## config.mk

```make
export PLATFORM = sky130hd
export DESIGN_NAME = stream_video_fifo_mon_flat
export DESIGN_NICKNAME = d
export VERILOG_FILES = /design/src/rtl/stream_video_pkg.sv /design/src/rtl/stream_video_fifo_mon_if.sv /design/src/rtl/stream_video_geom_mon.sv /design/src/rtl/stream_video_fifo_mon.sv /design/src/flat_wrapper.sv
export SDC_FILE = /design/constraint.sdc
export NUM_CORES = 1
export LEC_CHECK = 0
export CORE_AREA = 2 2 189 191
export CTS_CLUSTER_DIAMETER = 150
export CTS_CLUSTER_SIZE = 20
export DETAILED_ROUTE_END_ITERATION = 8
export DIE_AREA = 0 0 191 193
export HOLD_SLACK_MARGIN = 0.15
export PLACE_DENSITY = 0.8
export SLEW_MARGIN = 0
export SYNTH_ARGS = -nofsm -noshare
export SYNTH_HDL_FRONTEND = slang
export SYNTH_SLANG_ARGS = --single-unit
```

## constraint.sdc

```tcl
create_clock -name clk -period 12.5 [get_ports clk]
set_clock_uncertainty 0.1 [all_clocks]
set_input_delay 1.875 -clock clk [delete_from_list [all_inputs] [get_ports clk]]
set_output_delay 1.875 -clock clk [all_outputs]
set_load 0.03 [all_outputs]
```

## src/rtl/stream_video_pkg.sv

```systemverilog
`default_nettype none
// ============================================================================
//  Module      : stream_video_pkg
//  Description : Shared definitions for the elastic video stream buffer:
//                default pixel width, positions of the sideband bits inside
//                a stored beat, and a constant ceil(log2) helper.
//  Revision    : 1.0 - initial release
// ============================================================================
package stream_video_pkg;

    // Default pixel width (RGB888).
    localparam int PIX_WIDTH = 24;

    // A stored beat is {tuser, tlast, tdata}.
    localparam int TUSER_BIT = PIX_WIDTH + 1;
    localparam int TLAST_BIT = PIX_WIDTH;

    // Elaboration-time ceil(log2(value)); returns 0 for value <= 1.
    function automatic int clog2(input int value);
        int r;
        int v;
        r = 0;
        v = value - 1;
        while (v > 0) begin
            r = r + 1;
            v = v >> 1;
        end
        return r;
    endfunction

endpackage : stream_video_pkg
`default_nettype wire

```

## src/rtl/stream_video_fifo_mon_if.sv

```systemverilog
`default_nettype none
// ============================================================================
//  Module      : stream_video_fifo_mon_if
//  Description : AXI4-Stream video channel (tdata/tvalid/tready/tuser/tlast).
//                master : drives data, valid and sideband; samples ready.
//                slave  : samples data, valid and sideband; drives ready.
//  Revision    : 1.0 - initial release
// ============================================================================
interface stream_video_fifo_mon_if #(
    parameter int PIX_WIDTH = 24
) ();

    logic [PIX_WIDTH-1:0] tdata;
    logic                 tvalid;
    logic                 tready;
    logic                 tuser;   // start of frame
    logic                 tlast;   // end of line

    modport master (
        output tdata,
        output tvalid,
        output tuser,
        output tlast,
        input  tready
    );

    modport slave (
        input  tdata,
        input  tvalid,
        input  tuser,
        input  tlast,
        output tready
    );

endinterface : stream_video_fifo_mon_if
`default_nettype wire

```

## src/rtl/stream_video_geom_mon.sv

```systemverilog
`default_nettype none
// ============================================================================
//  Module      : stream_video_geom_mon
//  Description : Measures line width and frame height of a video stream from
//                its accepted beats and flags structural errors.
//  Ports       : clk, reset (async, active-low)
//                i_beat, i_tuser, i_tlast   - accepted beat and its sideband
//                o_frame_width              - length of first line of frame
//                o_frame_height             - lines in last completed frame
//                o_frame_done               - pulse when height is latched
//                o_line_err                 - pulse on line length mismatch
//                o_sof_err                  - pulse on tuser mid-line
//  Revision    : 1.0 - initial release
// ============================================================================
module stream_video_geom_mon #(
    parameter int CNT_WIDTH = 16
) (
    input  wire logic                 clk,
    input  wire logic                 reset,
    input  wire logic                 i_beat,
    input  wire logic                 i_tuser,
    input  wire logic                 i_tlast,
    output logic      [CNT_WIDTH-1:0] o_frame_width,
    output logic      [CNT_WIDTH-1:0] o_frame_height,
    output logic                      o_frame_done,
    output logic                      o_line_err,
    output logic                      o_sof_err
);

    localparam logic [CNT_WIDTH-1:0] c_CNT_MAX = '1;
    localparam logic [CNT_WIDTH-1:0] c_CNT_ONE = CNT_WIDTH'(1);

    // Counters stick at all-ones instead of wrapping.
    function automatic logic [CNT_WIDTH-1:0] sat_inc(input logic [CNT_WIDTH-1:0] v);
        return (v == c_CNT_MAX) ? v : v + c_CNT_ONE;
    endfunction

    logic [CNT_WIDTH-1:0] r_col_cnt;
    logic [CNT_WIDTH-1:0] r_row_cnt;
    logic [CNT_WIDTH-1:0] r_frame_width;
    logic [CNT_WIDTH-1:0] r_frame_height;
    logic                 r_sof_seen;
    logic                 r_frame_done;
    logic                 r_line_err;
    logic                 r_sof_err;

    logic [CNT_WIDTH-1:0] w_col_base;
    logic [CNT_WIDTH-1:0] w_row_base;
    logic [CNT_WIDTH-1:0] w_line_len;
    logic [CNT_WIDTH-1:0] w_col_nxt;
    logic [CNT_WIDTH-1:0] w_row_nxt;
    logic [CNT_WIDTH-1:0] w_width_nxt;
    logic [CNT_WIDTH-1:0] w_height_nxt;
    logic                 w_sof_seen_nxt;
    logic                 w_frame_done_nxt;
    logic                 w_line_err_nxt;
    logic                 w_sof_err_nxt;

    always_comb begin
        // A tuser beat restarts both counters before it is itself counted,
        // so it becomes column 0 of the first line of a new frame.
        w_col_base       = i_tuser ? '0 : r_col_cnt;
        w_row_base       = i_tuser ? '0 : r_row_cnt;
        w_line_len       = sat_inc(w_col_base);

        w_col_nxt        = r_col_cnt;
        w_row_nxt        = r_row_cnt;
        w_width_nxt      = r_frame_width;
        w_height_nxt     = r_frame_height;
        w_sof_seen_nxt   = r_sof_seen;
        w_frame_done_nxt = 1'b0;
        w_line_err_nxt   = 1'b0;
        w_sof_err_nxt    = 1'b0;

        if (i_beat) begin
            if (i_tuser) begin
                w_sof_err_nxt  = (r_col_cnt != '0);
                w_sof_seen_nxt = 1'b1;
                // Rows counted before the first tuser do not form a frame.
                if (r_sof_seen && (r_row_cnt != '0)) begin
                    w_height_nxt     = r_row_cnt;
                    w_frame_done_nxt = 1'b1;
                end
            end

            if (i_tlast) begin
                if (w_row_base == '0) begin
                    w_width_nxt = w_line_len;
                end else if (w_line_len != r_frame_width) begin
                    w_line_err_nxt = 1'b1;
                end
                w_row_nxt = sat_inc(w_row_base);
                w_col_nxt = '0;
            end else begin
                w_row_nxt = w_row_base;
                w_col_nxt = sat_inc(w_col_base);
            end
        end
    end

    always_ff @(posedge clk or negedge reset) begin
        if (!reset) begin
            r_col_cnt      <= '0;
            r_row_cnt      <= '0;
            r_frame_width  <= '0;
            r_frame_height <= '0;
            r_sof_seen     <= 1'b0;
            r_frame_done   <= 1'b0;
            r_line_err     <= 1'b0;
            r_sof_err      <= 1'b0;
        end else begin
            r_col_cnt      <= w_col_nxt;
            r_row_cnt      <= w_row_nxt;
            r_frame_width  <= w_width_nxt;
            r_frame_height <= w_height_nxt;
            r_sof_seen     <= w_sof_seen_nxt;
            r_frame_done   <= w_frame_done_nxt;
            r_line_err     <= w_line_err_nxt;
            r_sof_err      <= w_sof_err_nxt;
        end
    end

    assign o_frame_width  = r_frame_width;
    assign o_frame_height = r_frame_height;
    assign o_frame_done   = r_frame_done;
    assign o_line_err     = r_line_err;
    assign o_sof_err      = r_sof_err;

endmodule : stream_video_geom_mon
`default_nettype wire

```

## src/rtl/stream_video_fifo_mon.sv

```systemverilog
`default_nettype none
// ============================================================================
//  Module      : stream_video_fifo_mon
//  Description : Elastic first-word-fall-through AXI4-Stream video FIFO with
//                an output-side geometry monitor.
//  Ports       : clk, reset (async, active-low)
//                s_axis_video  - slave stream (from convolution filter)
//                m_axis_video  - master stream (to sink)
//                level         - entries currently stored
//                frame_width   - length of first line of most recent frame
//                frame_height  - line count of last completed frame
//                frame_done    - pulse when frame_height is latched
//                line_err      - pulse when a line length differs
//                sof_err       - pulse when tuser arrives mid-line
//  Revision    : 1.0 - initial release
// ============================================================================
module stream_video_fifo_mon #(
    parameter int PIX_WIDTH = stream_video_pkg::PIX_WIDTH,
    parameter int DEPTH     = 16,
    parameter int CNT_WIDTH = 16
) (
    input  wire logic                                   clk,
    input  wire logic                                   reset,
    stream_video_fifo_mon_if.slave                      s_axis_video,
    stream_video_fifo_mon_if.master                     m_axis_video,
    output logic [stream_video_pkg::clog2(DEPTH):0]     level,
    output logic [CNT_WIDTH-1:0]                        frame_width,
    output logic [CNT_WIDTH-1:0]                        frame_height,
    output logic                                        frame_done,
    output logic                                        line_err,
    output logic                                        sof_err
);

    import stream_video_pkg::*;

    localparam int c_AW = clog2(DEPTH);
    localparam int c_BW = PIX_WIDTH + 2;
    // Sideband positions are defined relative to the pixel field.
    localparam int c_TUSER_BIT = PIX_WIDTH + (TUSER_BIT - stream_video_pkg::PIX_WIDTH);
    localparam int c_TLAST_BIT = PIX_WIDTH + (TLAST_BIT - stream_video_pkg::PIX_WIDTH);
    localparam logic [c_AW:0] c_PTR_ONE = (c_AW + 1)'(1);

    logic [c_BW-1:0] r_mem [DEPTH];
    logic [c_AW:0]   r_wr_ptr;
    logic [c_AW:0]   r_rd_ptr;
    logic            r_in_ready_en;

    logic            w_full;
    logic            w_empty;
    logic            w_s_ready;
    logic            w_wr_en;
    logic            w_rd_en;
    logic [c_BW-1:0] w_wr_word;
    logic [c_BW-1:0] w_head;

    // Pointers carry one extra lap bit: equal means empty, equal low bits
    // with differing lap bits means full.
    assign w_full  = (r_wr_ptr[c_AW] != r_rd_ptr[c_AW]) &&
                     (r_wr_ptr[c_AW-1:0] == r_rd_ptr[c_AW-1:0]);
    assign w_empty = (r_wr_ptr == r_rd_ptr);

    // Ready is held low until the first clock after reset release; it
    // depends only on registered state, so a sink stall never reaches the
    // source combinationally.
    assign w_s_ready = r_in_ready_en && !w_full;
    assign w_wr_en   = s_axis_video.tvalid && w_s_ready;
    assign w_rd_en   = !w_empty && m_axis_video.tready;

    always_comb begin
        w_wr_word                  = '0;
        w_wr_word[PIX_WIDTH-1:0]   = s_axis_video.tdata;
        w_wr_word[c_TUSER_BIT]     = s_axis_video.tuser;
        w_wr_word[c_TLAST_BIT]     = s_axis_video.tlast;
    end

    always_ff @(posedge clk) begin
        if (w_wr_en) begin
            r_mem[r_wr_ptr[c_AW-1:0]] <= w_wr_word;
        end
    end

    always_ff @(posedge clk or negedge reset) begin
        if (!reset) begin
            r_wr_ptr      <= '0;
            r_rd_ptr      <= '0;
            r_in_ready_en <= 1'b0;
        end else begin
            r_in_ready_en <= 1'b1;
            if (w_wr_en) begin
                r_wr_ptr <= r_wr_ptr + c_PTR_ONE;
            end
            if (w_rd_en) begin
                r_rd_ptr <= r_rd_ptr + c_PTR_ONE;
            end
        end
    end

    // Storage is not reset, so the head is masked while empty; this keeps
    // the outputs at zero after reset and never exposes stale entries.
    assign w_head = w_empty ? '0 : r_mem[r_rd_ptr[c_AW-1:0]];

    assign s_axis_video.tready = w_s_ready;
    assign m_axis_video.tvalid = !w_empty;
    assign m_axis_video.tdata  = w_head[PIX_WIDTH-1:0];
    assign m_axis_video.tuser  = w_head[c_TUSER_BIT];
    assign m_axis_video.tlast  = w_head[c_TLAST_BIT];

    assign level = r_wr_ptr - r_rd_ptr;

    stream_video_geom_mon #(
        .CNT_WIDTH (CNT_WIDTH)
    ) u_geom_mon (
        .clk            (clk),
        .reset          (reset),
        .i_beat         (w_rd_en),
        .i_tuser        (m_axis_video.tuser),
        .i_tlast        (m_axis_video.tlast),
        .o_frame_width  (frame_width),
        .o_frame_height (frame_height),
        .o_frame_done   (frame_done),
        .o_line_err     (line_err),
        .o_sof_err      (sof_err)
    );

endmodule : stream_video_fifo_mon
`default_nettype wire

```

## src/flat_wrapper.sv

```systemverilog
// flat-port wrapper written by rule: the top's interface ports become plain ports
module stream_video_fifo_mon_flat import stream_video_pkg::*;
#(
    parameter int PIX_WIDTH = stream_video_pkg::PIX_WIDTH,
    parameter int DEPTH     = 16,
    parameter int CNT_WIDTH = 16
)
  (clk, reset, level, frame_width, frame_height, frame_done, line_err, sof_err, s_axis_video_tdata, s_axis_video_tvalid, s_axis_video_tuser, s_axis_video_tlast, s_axis_video_tready, m_axis_video_tdata, m_axis_video_tvalid, m_axis_video_tuser, m_axis_video_tlast, m_axis_video_tready);
  stream_video_fifo_mon_if #(.PIX_WIDTH(PIX_WIDTH)) s_axis_video_i ();
  stream_video_fifo_mon_if #(.PIX_WIDTH(PIX_WIDTH)) m_axis_video_i ();
  input  wire logic clk;
  input  wire logic reset;
  output logic [stream_video_pkg::clog2(DEPTH):0] level;
  output logic [CNT_WIDTH-1:0] frame_width;
  output logic [CNT_WIDTH-1:0] frame_height;
  output logic frame_done;
  output logic line_err;
  output logic sof_err;
  input wire logic [$bits(s_axis_video_i.tdata)-1:0] s_axis_video_tdata;
  input wire logic [$bits(s_axis_video_i.tvalid)-1:0] s_axis_video_tvalid;
  input wire logic [$bits(s_axis_video_i.tuser)-1:0] s_axis_video_tuser;
  input wire logic [$bits(s_axis_video_i.tlast)-1:0] s_axis_video_tlast;
  output wire logic [$bits(s_axis_video_i.tready)-1:0] s_axis_video_tready;
  output wire logic [$bits(m_axis_video_i.tdata)-1:0] m_axis_video_tdata;
  output wire logic [$bits(m_axis_video_i.tvalid)-1:0] m_axis_video_tvalid;
  output wire logic [$bits(m_axis_video_i.tuser)-1:0] m_axis_video_tuser;
  output wire logic [$bits(m_axis_video_i.tlast)-1:0] m_axis_video_tlast;
  input wire logic [$bits(m_axis_video_i.tready)-1:0] m_axis_video_tready;
  assign s_axis_video_i.tdata = s_axis_video_tdata;
  assign s_axis_video_i.tvalid = s_axis_video_tvalid;
  assign s_axis_video_i.tuser = s_axis_video_tuser;
  assign s_axis_video_i.tlast = s_axis_video_tlast;
  assign s_axis_video_tready = s_axis_video_i.tready;
  assign m_axis_video_tdata = m_axis_video_i.tdata;
  assign m_axis_video_tvalid = m_axis_video_i.tvalid;
  assign m_axis_video_tuser = m_axis_video_i.tuser;
  assign m_axis_video_tlast = m_axis_video_i.tlast;
  assign m_axis_video_i.tready = m_axis_video_tready;
  stream_video_fifo_mon #(.PIX_WIDTH(PIX_WIDTH), .DEPTH(DEPTH), .CNT_WIDTH(CNT_WIDTH)) u_core (.clk(clk), .reset(reset), .s_axis_video(s_axis_video_i), .m_axis_video(m_axis_video_i), .level(level), .frame_width(frame_width), .frame_height(frame_height), .frame_done(frame_done), .line_err(line_err), .sof_err(sof_err));
endmodule
```

==> impl_metrics.env <==
export IMPL_status="finished clean"
export IMPL_setup_violations_final=0
export IMPL_pwr_share_clk=0.188
export IMPL_slew_headroom=0.326
export IMPL_final_max_slew_viol_count=0
export IMPL_post_cts_buffers=0
export IMPL_holdWs_ns=0.385
export IMPL_wl_per_cell_um=26.2
export IMPL_yosys_area_top_type_share=0.607
export IMPL_fmaxAchievable_mhz=154
export IMPL_ir_drop_mv=0.181
export IMPL_htree_levels=1
export IMPL_syn_area_per_cell_um2=17.8
export IMPL_switching_share=0.348
export IMPL_pre_cts_ws_ns=6.16
export IMPL_track_usage=0.253
export IMPL_synth_top_cells_by_area="edfxtp_1, mux4_2, dfrtp_1"
export IMPL_rows=69
export IMPL_cts_sinks=495
export IMPL_dp_hpwl_um=26700
export IMPL_core_um2=35000
export IMPL_start_util=0.588
export IMPL_fin_crit_ns=6.48
export IMPL_arrival_ns=6.84
export IMPL_required_ns=12.86
export IMPL_via_count=11200
export IMPL_yosys_warnings=0
export IMPL_synth_commonest_cells="edfxtp_1, mux4_2, dfrtp_1, nand2_1, and2_1"
export IMPL_powerDensity_nw_per_um2=215
export IMPL_synth_main_ff_cell="edfxtp_1"
export IMPL_yosysSeqAreaShare=0.703
export IMPL_viasPerCell=6.49
export IMPL_ys_ff_latch=495
export IMPL_fin_util=0.654
export IMPL_criticalPathCategory="flop to flop"
export IMPL_gr_total_overflow=0
export IMPL_hold_viol=0
export IMPL_post_route_period_util=0.518
export IMPL_drv_cap=0
export IMPL_grt_antenna_before_repair=1
export IMPL_clk_pin_slew_ns=0.08
export IMPL_synth_edff_count=416
export IMPL_finalNetCount=1285
export IMPL_die_area_um2=36900
export IMPL_synthesis_area_um2=20600
export IMPL_clockBufferDepth=3
export IMPL_gp_congestion=0.956
export IMPL_ios=98
export IMPL_p_leak_uw=0.00751
export IMPL_grt_max_degree=67
export IMPL_grt_pass1_vias=11100
export IMPL_clk_latency_ns=0.58
export IMPL_area_growth_pct=11.1
export IMPL_critPathCaptureType="flop"
export IMPL_io_buffers=97
export IMPL_worst_pin_slew_ns=1.01
export IMPL_hp_class="flop to flop"
export IMPL_async_reset_ff_frac=0.160
export IMPL_cts_tree="yes"
export IMPL_die_y_um=193
export IMPL_grt_pass1_wl_um=68800
export IMPL_rsz0062_at_grt="no"
export IMPL_wl_um=45100
export IMPL_cts_resized_gates=0
export IMPL_dr_pass1_iters=9
export IMPL_pwr_share_comb=0.395
export IMPL_layout_drive_gt1_share=0.168
export IMPL_p_seq_frac=0.417
export IMPL_drtIter0Drc=1194
export IMPL_setup_slack_ns=6.02
export IMPL_p_sw_uw=1710
export IMPL_die_x_um=191
export IMPL_fillers=2360
export IMPL_tns_ns=0
export IMPL_yosysTopAreaCell="edfxtp_1"
export IMPL_numCtsBuffers=28
export IMPL_hold_buffers=0
export IMPL_drc=0
export IMPL_ys_types=64
export IMPL_syn_nets=1197
export IMPL_p_int_uw=3210
export IMPL_synthCells=1154
export IMPL_worstSetupStartpointType="flop"
export IMPL_clock_root_buffer="clkbuf_16"
export IMPL_synthMostInstantiatedCell="edfxtp_1"
export IMPL_drtAntennaViolNets=0
export IMPL_crit_path_max_fanout=33
[stage by stage]
stage          power (µW)  instance area, µm²  std cells
4_1_cts              4950               22800       1724
6_report             4920               22900       1725
2_1_floorplan        3360               20600       1154
3_5_place_dp         4040               22000       1673
3_3_place_gp         4010               22000       1673
5_1_grt              5130               22900       1725
[path summary, 6_finish.rpt]
path / start / end / slack (ns) / depth (start not counted)
hold reg to reg: u_core.u_geom_mon.r_sof_seen / u_core.u_geom_mon.r_sof_seen / 0.39 / 1
min in group asynchronous: reset / u_core.u_geom_mon.r_col_cnt[6] / 1.04 / 1
setup / recovery: u_core.r_rd_ptr[2] / u_core.u_geom_mon.o_line_err / 6.02 / 17
hold / removal: u_core.u_geom_mon.r_sof_seen / u_core.u_geom_mon.r_sof_seen / 0.39 / 1
setup reg to reg: u_core.r_rd_ptr[2] / u_core.u_geom_mon.o_line_err / 6.02 / 17
max in group asynchronous: reset / u_core.r_rd_ptr[1] / 10.10 / 2
[final cells by class]
cell class,instances,area (µm²),area share
Antenna cell,1,2.50,0.000110
Clock buffer,49,779,0.0341
Clock inverter,2,23.8,0.00104
Inverter,25,93.8,0.00411
Multi-Input combinational cell,572,5760,0.252
Sequential cell,495,14500,0.634
Tap cell,461,577,0.0252
Timing Repair Buffer,120,1140,0.0499
[cell usage in the layout (no fill, tap or decap), types with 9 or more instances in the layout]
master           count
clkdlybuf4s50_1     96
a21oi_1             22
clkbuf_16           28
buf_4               24
xnor2_1             24
mux4_2             127
nor3_1              11
clkbuf_1            21
nand3_1             19
nand2_1             72
edfxtp_1           416
o21ai_0             24
mux2_2              21
dfrtp_1             76
inv_1               23
o31ai_1             12
and4_1               9
nor4_1              15
nand4_1             19
nor2_1              37
ha_1                12
xor2_1              11
and2_1              46
[power by group through the flow]
stage / registers, µW / logic [µW] / clock network [µW]
floorplan: 1990 / 1360 / 0
global placement: 2080 / 1930 / 0
detailed placement: 2090 / 1950 / 0
CTS: 2050 / 1960 / 938
global route: 2070 / 2060 / 1000
finish: 2050 / 1940 / 925
[worst max-delay path, cell delays in order (launching register included)]
cell and delay, ns:
dfrtp_2 1.03, inv_1 0.19, ha_1 0.43, nand4_1 0.12
nor2_1 0.22, nor3_1 0.13, nor2_4 0.56, inv_2 0.35
nor2_1 0.18, ha_1 0.44, and3_1 0.42, nand4_1 0.52
nand3_1 0.34, xor2_1 0.13, or4_1 0.48, a211oi_1 0.25
nand4_1 0.15, o31a_1 0.29
[logic make-up after synthesis]
kind of cell / share of synthesized area
flops: 0.703
simple gates: 0.0674
mux: 0.152
compound gates: 0.0370
buf+inv: 0.0167
xor+xnor: 0.0149
fa+ha+maj: 0.00827
other cells: 0.000182
[flip-flops by register name, summed over array words and instances (netlist names), 5 cells and up]
name	flops
u_core.r_mem	416
u_core.r_rd_ptr	5
u_core.r_wr_ptr	5
u_core.u_geom_mon.o_frame_height	16
u_core.u_geom_mon.o_frame_width	16
u_core.u_geom_mon.r_col_cnt	16
u_core.u_geom_mon.r_row_cnt	16
[layer usage]
layer | wire length, µm | up-vias | track usage
li1 | - | 4780 | -
met1 | 17800 | 5766 | 0.349
met2 | 22900 | 565 | 0.428
met3 | 3140 | 90 | 0.0306
met4 | 1280 | 0 | 0.0823
met5 | 0 | - | 0
No activity file was read; power rests on OpenSTA's default activity.
